<file path="config.mk">
export PLATFORM = sky130hd
export DESIGN_NAME = do_ra_mi
export DESIGN_NICKNAME = d
export VERILOG_FILES = /design/src/rtl/do_ra_mi_pkg.sv /design/src/rtl/do_ra_mi_tone_divider.sv /design/src/rtl/do_ra_mi.sv
export SDC_FILE = /design/constraint.sdc
export NUM_CORES = 1
export LEC_CHECK = 0
export BUFFER_PORTS_ARGS = -buffer_cell sky130_fd_sc_hd__clkbuf_2
export CAP_MARGIN = 20
export CORE_MARGIN = 5
export CORE_UTILIZATION = 52
export CTS_BUF_LIST = sky130_fd_sc_hd__clkbuf_4 sky130_fd_sc_hd__clkbuf_8 sky130_fd_sc_hd__clkbuf_16
export DETAILED_ROUTE_END_ITERATION = 12
export PLACE_DENSITY_LB_ADDON = 0.3
export SYNTH_ARGS = -nofsm -noshare
export SYNTH_HDL_FRONTEND = slang
export SYNTH_SLANG_ARGS = --single-unit
</file>
<file path="constraint.sdc">
create_clock -name clk -period 5.2 [get_ports clk]
set_clock_uncertainty 0.2 [all_clocks]
set_input_delay 0.52 -clock clk [delete_from_list [all_inputs] [get_ports clk]]
set_output_delay 0.52 -clock clk [all_outputs]
set_load 0.05 [all_outputs]
</file>
<file path="src/rtl/do_ra_mi_pkg.sv">
// Shared constants, pitch tables and the half-period helper for the do_ra_mi tone generator.
// DO_RA_MI_CHROMATIC_EN selects the semitone table instead of the diatonic one.
package do_ra_mi_pkg;

  localparam logic [4:0] NOTE_REST = 5'd0;
  localparam logic [4:0] NOTE_MAX  = 5'd19;

  function automatic int freq_diatonic(input logic [4:0] idx);
    case (idx)
      5'd1:    return 32'd262;
      5'd2:    return 32'd294;
      5'd3:    return 32'd330;
      5'd4:    return 32'd349;
      5'd5:    return 32'd392;
      5'd6:    return 32'd440;
      5'd7:    return 32'd494;
      5'd8:    return 32'd523;
      5'd9:    return 32'd587;
      5'd10:   return 32'd659;
      5'd11:   return 32'd698;
      5'd12:   return 32'd784;
      5'd13:   return 32'd880;
      5'd14:   return 32'd988;
      5'd15:   return 32'd1047;
      5'd16:   return 32'd1175;
      5'd17:   return 32'd1319;
      5'd18:   return 32'd1397;
      5'd19:   return 32'd1568;
      default: return 32'd0;
    endcase
  endfunction

  // Semitones from C4: 261.63 * 2^((n-1)/12) rounded to the nearest Hz.
  function automatic int freq_chromatic(input logic [4:0] idx);
    case (idx)
      5'd1:    return 32'd262;
      5'd2:    return 32'd277;
      5'd3:    return 32'd294;
      5'd4:    return 32'd311;
      5'd5:    return 32'd330;
      5'd6:    return 32'd349;
      5'd7:    return 32'd370;
      5'd8:    return 32'd392;
      5'd9:    return 32'd415;
      5'd10:   return 32'd440;
      5'd11:   return 32'd466;
      5'd12:   return 32'd494;
      5'd13:   return 32'd523;
      5'd14:   return 32'd554;
      5'd15:   return 32'd587;
      5'd16:   return 32'd622;
      5'd17:   return 32'd659;
      5'd18:   return 32'd698;
      5'd19:   return 32'd740;
      default: return 32'd0;
    endcase
  endfunction

  function automatic int half_period(input int clk_hz, input logic [4:0] idx);
    int f;
`ifdef DO_RA_MI_CHROMATIC_EN
    f = freq_chromatic(idx);
`else
    f = freq_diatonic(idx);
`endif
    if (f == 32'd0) begin
      return 32'd0;
    end else begin
      return clk_hz / (32'd2 * f);
    end
  endfunction

endpackage

</file>
<file path="src/rtl/do_ra_mi_tone_divider.sv">
// Half-period counter and toggle flop: restart clears the phase without touching the output,
// a disabled (rest) divider parks the output low.
module tone_divider
  import do_ra_mi_pkg::*;
#(
  parameter int CNT_W = 8
) (
  input  logic             clk,
  input  logic             rst,
  input  logic [CNT_W-1:0] i_half,
  input  logic             i_restart,
  input  logic             i_en,
  output logic             o_sq
);

  localparam logic [CNT_W-1:0] ONE = CNT_W'(1);

  logic [CNT_W-1:0] r_cnt;
  logic             r_sq;
  logic             w_terminal;

  assign w_terminal = (r_cnt == (i_half - ONE));

  // Phase counter with compare-and-clear at HALF-1, so it never wraps.
  always_ff @(posedge clk or posedge rst) begin
    if (rst) begin
      r_cnt <= {CNT_W{1'b0}};
      r_sq  <= 1'b0;
    end else if (i_restart) begin
      r_cnt <= {CNT_W{1'b0}};
    end else if (!i_en) begin
      r_cnt <= {CNT_W{1'b0}};
      r_sq  <= 1'b0;
    end else if (w_terminal) begin
      r_cnt <= {CNT_W{1'b0}};
      r_sq  <= ~r_sq;
    end else begin
      r_cnt <= r_cnt + ONE;
    end
  end

  assign o_sq = r_sq;

endmodule

</file>
<file path="src/rtl/do_ra_mi.sv">
// Square-wave tone generator: note index -> 50 % duty tone via a constant half-period ROM.
// Build option DO_RA_MI_CHROMATIC_EN switches the pitch table to semitones (see package).
module do_ra_mi
  import do_ra_mi_pkg::*;
#(
  parameter int CLK_HZ = 25_000_000,
  parameter int CNT_W  = $clog2(CLK_HZ / 524) + 1
) (
  input  logic       clk,
  input  logic       rst,
  input  logic [4:0] note,
  output logic       squareWave
);

  logic [4:0]       r_note_q;
  logic             w_change;
  logic             w_en;
  logic [CNT_W-1:0] w_half;

  // Registered copy of the note index for change detection and table lookup.
  always_ff @(posedge clk or posedge rst) begin
    if (rst) begin
      r_note_q <= NOTE_REST;
    end else begin
      r_note_q <= note;
    end
  end

  assign w_change = (note != r_note_q);
  assign w_en     = (r_note_q != NOTE_REST) && (r_note_q <= NOTE_MAX);

  // Half-period ROM; every entry folds to a constant at elaboration.
  always_comb begin
    w_half = {CNT_W{1'b0}};
    case (r_note_q)
      5'd1:    w_half = CNT_W'(half_period(CLK_HZ, 5'd1));
      5'd2:    w_half = CNT_W'(half_period(CLK_HZ, 5'd2));
      5'd3:    w_half = CNT_W'(half_period(CLK_HZ, 5'd3));
      5'd4:    w_half = CNT_W'(half_period(CLK_HZ, 5'd4));
      5'd5:    w_half = CNT_W'(half_period(CLK_HZ, 5'd5));
      5'd6:    w_half = CNT_W'(half_period(CLK_HZ, 5'd6));
      5'd7:    w_half = CNT_W'(half_period(CLK_HZ, 5'd7));
      5'd8:    w_half = CNT_W'(half_period(CLK_HZ, 5'd8));
      5'd9:    w_half = CNT_W'(half_period(CLK_HZ, 5'd9));
      5'd10:   w_half = CNT_W'(half_period(CLK_HZ, 5'd10));
      5'd11:   w_half = CNT_W'(half_period(CLK_HZ, 5'd11));
      5'd12:   w_half = CNT_W'(half_period(CLK_HZ, 5'd12));
      5'd13:   w_half = CNT_W'(half_period(CLK_HZ, 5'd13));
      5'd14:   w_half = CNT_W'(half_period(CLK_HZ, 5'd14));
      5'd15:   w_half = CNT_W'(half_period(CLK_HZ, 5'd15));
      5'd16:   w_half = CNT_W'(half_period(CLK_HZ, 5'd16));
      5'd17:   w_half = CNT_W'(half_period(CLK_HZ, 5'd17));
      5'd18:   w_half = CNT_W'(half_period(CLK_HZ, 5'd18));
      5'd19:   w_half = CNT_W'(half_period(CLK_HZ, 5'd19));
      default: w_half = {CNT_W{1'b0}};
    endcase
  end

  tone_divider #(
    .CNT_W(CNT_W)
  ) u_div (
    .clk      (clk),
    .rst      (rst),
    .i_half   (w_half),
    .i_restart(w_change),
    .i_en     (w_en),
    .o_sq     (squareWave)
  );

endmodule

</file>
== After elaboration in Yosys (flattened, before gate mapping) ==
Memories as Yosys holds them, arrays and structs flattened.
Index checks and enable logic that the tools add are counted.
Widths: inputs -> output; s select.

* Register bits: 23
* Memory bits (read-only): 512
* Bits of input ports: 7
* Output and inout port bits: 1
* Memories kept: 1

* $add $sub $neg: 2
* Magnitude comparators: 1
* Equality and inequality tests: 3
* Multiplexer cells: 5
* Bitwise operators: 2
* Reductions and logical operators: 3

{| class="wikitable"
|+ Memories
! memory !! words !! bits a word !! read ports !! clocked after memory_dff !! wr ports !! line !! text
|-
| (no name shown) || 32 || 16 || 1 || 0 || 0 || do_ra_mi.sv:35 || <nowiki>case (r_note_q)</nowiki>
|}

{| class="wikitable"
|+ Operators with widths
! operator !! number
|-
| $mux 17 || 3
|-
| $add 17x1->17 const B || 1
|-
| $eq 17x17->1 || 1
|-
| $sub 17x1->17 const B || 1
|-
| $le 5x5->1 const B || 1
|-
| $ne 5x5->1 || 1
|-
| $reduce_bool 5->1 || 1
|-
| $mux 1 || 2
|-
| $ne 2x2->1 const B || 1
|-
| $not 1->1 || 2
|-
| $reduce_and 2->1 || 1
|-
| $logic_and 1x1->1 || 1
|}

== Longest topological paths before layout ==
An unclocked memory read counts as a cell.

* Word-level depth: 6
* Depth in mapped cells: 16
* Depth with buffers taken out: 14

== By module ==
Synthesis repeated with hierarchy kept, for this count alone.

* Cells, all modules: 283
* Area, all modules: 2376.0 sq um

{| class="wikitable"
|+ Modules (own cells, without submodules)
! module !! instances !! cells an instance !! area an instance (sq um) !! sequential area each (sq um)
|-
| tone_divider || 1 || 162 || 1435.1 || 450.4
|-
| do_ra_mi || 1 || 121 || 940.9 || 125.1
|}

== Worst setup path after synthesis ==
OpenSTA, ideal clock, no wires.

* Path kind: flip-flop to flip-flop
* Start: register r_note_q[0]
* End: register u_div.r_cnt[10]
* Arrival: 3.361 ns
* Slack: 1.521 ns
* Stages on the path, launching flop included: 17
* Clock period less this slack: 3.679 ns
* Cell sequence: dfrtp_1 > clkbuf_1 > inv_1 > ha_1 > inv_1 > o21ai_0 > a32oi_1 > ha_1 > o21ai_1 > nor4_1 > nand4_1 > mux2_2 > a22o_1 > nand4_1 > o21ai_4 > buf_6 > nor2_1

* Word-level cells in the longest chain between the ends: 6
* Elaborated cells on any way between the ends: 10
* Classes of those cells: 1 x add/sub; 1 x order compare; 2 x eq/ne; 3 x mux; 2 x reduce/logical; 1 x memory

{| class="wikitable"
|+ RTL lines
! item !! line !! text
|-
| from (decl) || do_ra_mi.sv:15 || <nowiki>logic [4:0] r_note_q;</nowiki>
|-
| from (signal assigned) || do_ra_mi.sv:25 || <nowiki>r_note_q <= note;</nowiki>
|-
| $mem_v2 32x16 || n/a ||
|-
| $sub 17x1->17 || do_ra_mi_tone_divider.sv:22 || <nowiki>assign w_terminal = (r_cnt == (i_half - ONE));</nowiki>
|-
| $eq 17x17->1 || do_ra_mi_tone_divider.sv:22 ||
|-
| $mux 17 || do_ra_mi_tone_divider.sv:34 || <nowiki>end else if (w_terminal) begin</nowiki>
|-
| $mux 17 || do_ra_mi_tone_divider.sv:31 || <nowiki>end else if (!i_en) begin</nowiki>
|-
| $mux 17 * || do_ra_mi_tone_divider.sv:29 || <nowiki>end else if (i_restart) begin</nowiki>
|-
| to (signal assigned) || do_ra_mi_tone_divider.sv:30 || <nowiki>r_cnt <= {CNT_W{1'b0}};</nowiki>
|-
| to (signal assigned) || do_ra_mi_tone_divider.sv:32 || <nowiki>r_cnt <= {CNT_W{1'b0}};</nowiki>
|-
| to (signal assigned) || do_ra_mi_tone_divider.sv:35 || <nowiki>r_cnt <= {CNT_W{1'b0}};</nowiki>
|-
| to (decl) || do_ra_mi_tone_divider.sv:18 || <nowiki>logic [CNT_W-1:0] r_cnt;</nowiki>
|}

Mark *: on every way between the ends. The rest lies on a longest branch, timed or not.
A chain may end at the register's enable or synchronous reset.

== Final worst setup path ==
* Start: register r_note_q[0]
* End: register u_div.r_cnt[5]

Same word-level chain as after synthesis.

==> impl_metrics.env <==
export IMPL_status="finished clean"
export IMPL_crit_path_start_kind="flip-flop"
export IMPL_synth_compound_area_share_pct=20.8
export IMPL_synthTopCellsByCount="nor2_1 (31), dfrtp_1 (23), nand2_1 (23)"
export IMPL_maxCapViolCount=0
export IMPL_hold_path_class="input pin to async pin"
export IMPL_gp_congestion=0.945
export IMPL_dr_pass1_iters=5
export IMPL_die_x_um=77.0
export IMPL_ant_nets=0
export IMPL_yosys_area_share_simple_pct=24.7
export IMPL_route_detailed_drc=0
export IMPL_clkTransAtPathRegs_ps=80
export IMPL_hold_buffers=0
export IMPL_use_met1_pct=25.2
export IMPL_synth_most_common_cell="nor2_1"
export IMPL_synth_area_sq_um=2340
export IMPL_slew_headroom_pct=36.4
export IMPL_yosysSeqAreaShare_pct=24.6
export IMPL_fmax_mhz=229
export IMPL_max_stage_delay_ps=660
export IMPL_cts_resized=0
export IMPL_rsz0062_at_grt="false"
export IMPL_end_kind="flip-flop"
export IMPL_n_antenna_cell=0
export IMPL_gr_usage_met2_pct=29.1
export IMPL_drt_iter0_markers=108
export IMPL_via_per_inst=6.02
export IMPL_r2r_start="r_note_q[0]"
export IMPL_synthXorXnorAreaFrac_pct=13.5
export IMPL_dieArea_sq_um=5930
export IMPL_die_h_um=77.0
export IMPL_initial_core_util_pct=53.6
export IMPL_path_max_fanout=17
export IMPL_pwr_share_comb_pct=31.5
export IMPL_met3_usage_pct=2.34
export IMPL_numCtsBuffers=3
export IMPL_dp_hpwl_um=4070
export IMPL_synthMuxAreaShare_pct=5.84
export IMPL_p_leak_uw=0.000963
export IMPL_worstPathArrival_ps=4310
export IMPL_async_flop_share_pct=100
export IMPL_ir_worst_vdd_v=0.000178
export IMPL_ys_ff_latch=23
export IMPL_worstPathCellList="inv_1 -> ha_1 -> inv_1 -> o21ai_0 -> a32oi_1 -> ha_1 -> o21ai_1 -> nor4_1 -> nand3_1 -> o41ai_1 -> nand4_1 -> o21ai_4 -> nor2_1"
export IMPL_h_tree_depth=1
export IMPL_cts_sinks=23
export IMPL_pwr_share_clk_pct=24.6
export IMPL_io_pin_count=8
export IMPL_gr_max_usage_layer="met2"
export IMPL_yosys_most_used_dff="dfrtp_1"
export IMPL_rows=24
export IMPL_total_power_uw=440
export IMPL_setup_tns_ps=0
export IMPL_power_density_nw_per_um2=184
export IMPL_hold_viol=0
export IMPL_power_switching_uw=147
export IMPL_seq_power_share_pct=43.9
export IMPL_grt_antenna_before_repair=0
export IMPL_synth_area_top_cells="dfrtp_1 (25%), xor2_1 (7.5%), xnor2_1 (6.0%)"
export IMPL_cp_data_required_time_ps=5140
export IMPL_fin_hold_ws_ps=185
export IMPL_fin_ws_ps=830
export IMPL_finalSetupViolations=0
export IMPL_synthAdderAreaFrac_pct=5.36
export IMPL_wirelength_um=5270
export IMPL_gr_total_overflow=0
export IMPL_yosys_warnings=0
export IMPL_worstSkewPairLatency_ps=260
export IMPL_layout_drive_gt1_share_pct=12.4
export IMPL_postCtsSetupRepairBufs=0
export IMPL_grt_pass1_vias=1886
export IMPL_dpl_cell_count=323
export IMPL_netlist_instances=277
export IMPL_syn_avg_cell_area_sq_um=8.43
export IMPL_grt_pass1_wl_um=9030
export IMPL_clockBufferDepth=2
export IMPL_synth_top_family_by_area="simple AND/OR/NAND/NOR gates"
export IMPL_syn_num_nets=294
export IMPL_synth_top_cell_area_share_pct=24.6
export IMPL_netSwitchingFraction_pct=33.3
export IMPL_clock_tree_root_cell="clkbuf_8"
export IMPL_worstMarginPinSlew_ps=954
export IMPL_post_route_period_util_pct=84.0
export IMPL_stdcell_count=327
export IMPL_grt_usage_pct=18.1
export IMPL_cpMaxStageDelayCell="dfrtp_1"
export IMPL_cts_tree="yes"
export IMPL_final_nets=293
export IMPL_slew_violations=0
export IMPL_syn_to_final_growth_pct=2.57
export IMPL_internal_power_uw=293
export IMPL_synth_cell_types=65
export IMPL_pre_cts_ws_ps=831
export IMPL_synth_edff_count=0
export IMPL_cp_startpoint="r_note_q[0]"
export IMPL_core_sq_um=4350
export IMPL_routed_via_count=1970
export IMPL_grt_max_degree=31
export IMPL_fill_cells=415
export IMPL_io_buffers=7
export IMPL_synth_top_area_cell="dfrtp_1"
export IMPL_path_class="flip-flop to flip-flop"
export IMPL_fin_crit_ps=4370
export IMPL_wl_per_cell_um=16.1
==> cell families after synthesis <==
group,Yosys count
buffers and inverters,21
AO/OA/AOI/OAI,61
AND/OR/NAND/NOR,113
adder cells (fa/ha/maj),10
XOR/XNOR,36
flip-flops,23
multiplexers,13
==> worst paths after layout <==
check	to	slack, ps	cells after the start
max	u_div.r_cnt[5]	830	13
min	u_div.r_cnt[0]	190	2
max reg2reg	u_div.r_cnt[5]	830	13
min reg2reg	u_div.o_sq	350	2
max in group asynchronous	r_note_q[1]	4100	2
min in group clk	r_note_q[2]	190	1
==> cell type report <==
class                      count  area (sq um)  area share, %
tap                           52          65.1           2.72
sequential                    23           576           24.0
clock buffer                   3          41.3           1.72
inverter                       7          26.3           1.10
clock inverter                 1          5.00          0.209
timing repair buffer           8          42.5           1.78
multi-input combinational    233          1640           68.5
==> sequential cells by signal, indices dropped and copies added (netlist names) <==
signal and flops:
u_div.r_cnt 17, r_note_q 5, u_div.o_sq 1
==> placed cells by master (no fill, tap or decap), types with 9 or more instances in the layout <==
master / n
dfrtp_1: 23
nand2_1: 23
nor2_1: 31
xnor2_1: 16
o21ai_0: 9
nand3_1: 13
a21oi_1: 9
ha_1: 10
xor2_1: 20
==> per-stage QoR <==
step           utilization (%)  instance area, sq um
2_1_floorplan                -                  2340
3_3_place_gp              54.0                  2350
3_5_place_dp              54.0                  2350
4_1_cts                   55.0                  2400
5_1_grt                   55.0                  2400
6_report                  55.0                  2400
==> critical path, delay by kind of cell, from the launching register on <==
| kind | cells | cell delay (ps) |
|---|---|---|
| buffers and inverters | 2 | 380 |
| adders and majority gates | 2 | 670 |
| and+or+nand+nor | 4 | 850 |
| DFF | 1 | 660 |
| AOI/OAI and AO/OA | 5 | 1500 |
==> layer usage <==
layer	share of wire, %	wire length [um]
met5	0	0
met4	1.9	99
met3	5.0	266
met2	46	2450
met1	47	2460
==> power by group through the flow <==
stage | Sequential [uW] | Combinational [uW] | Clock, uW
after floorplan | 188 | 121 | 0
after global placement | 196 | 136 | 0
after detailed placement | 197 | 137 | 0
after CTS | 193 | 138 | 111
after global routing | 194 | 152 | 121
final | 193 | 139 | 108
Power figures use the tool's default switching activity.
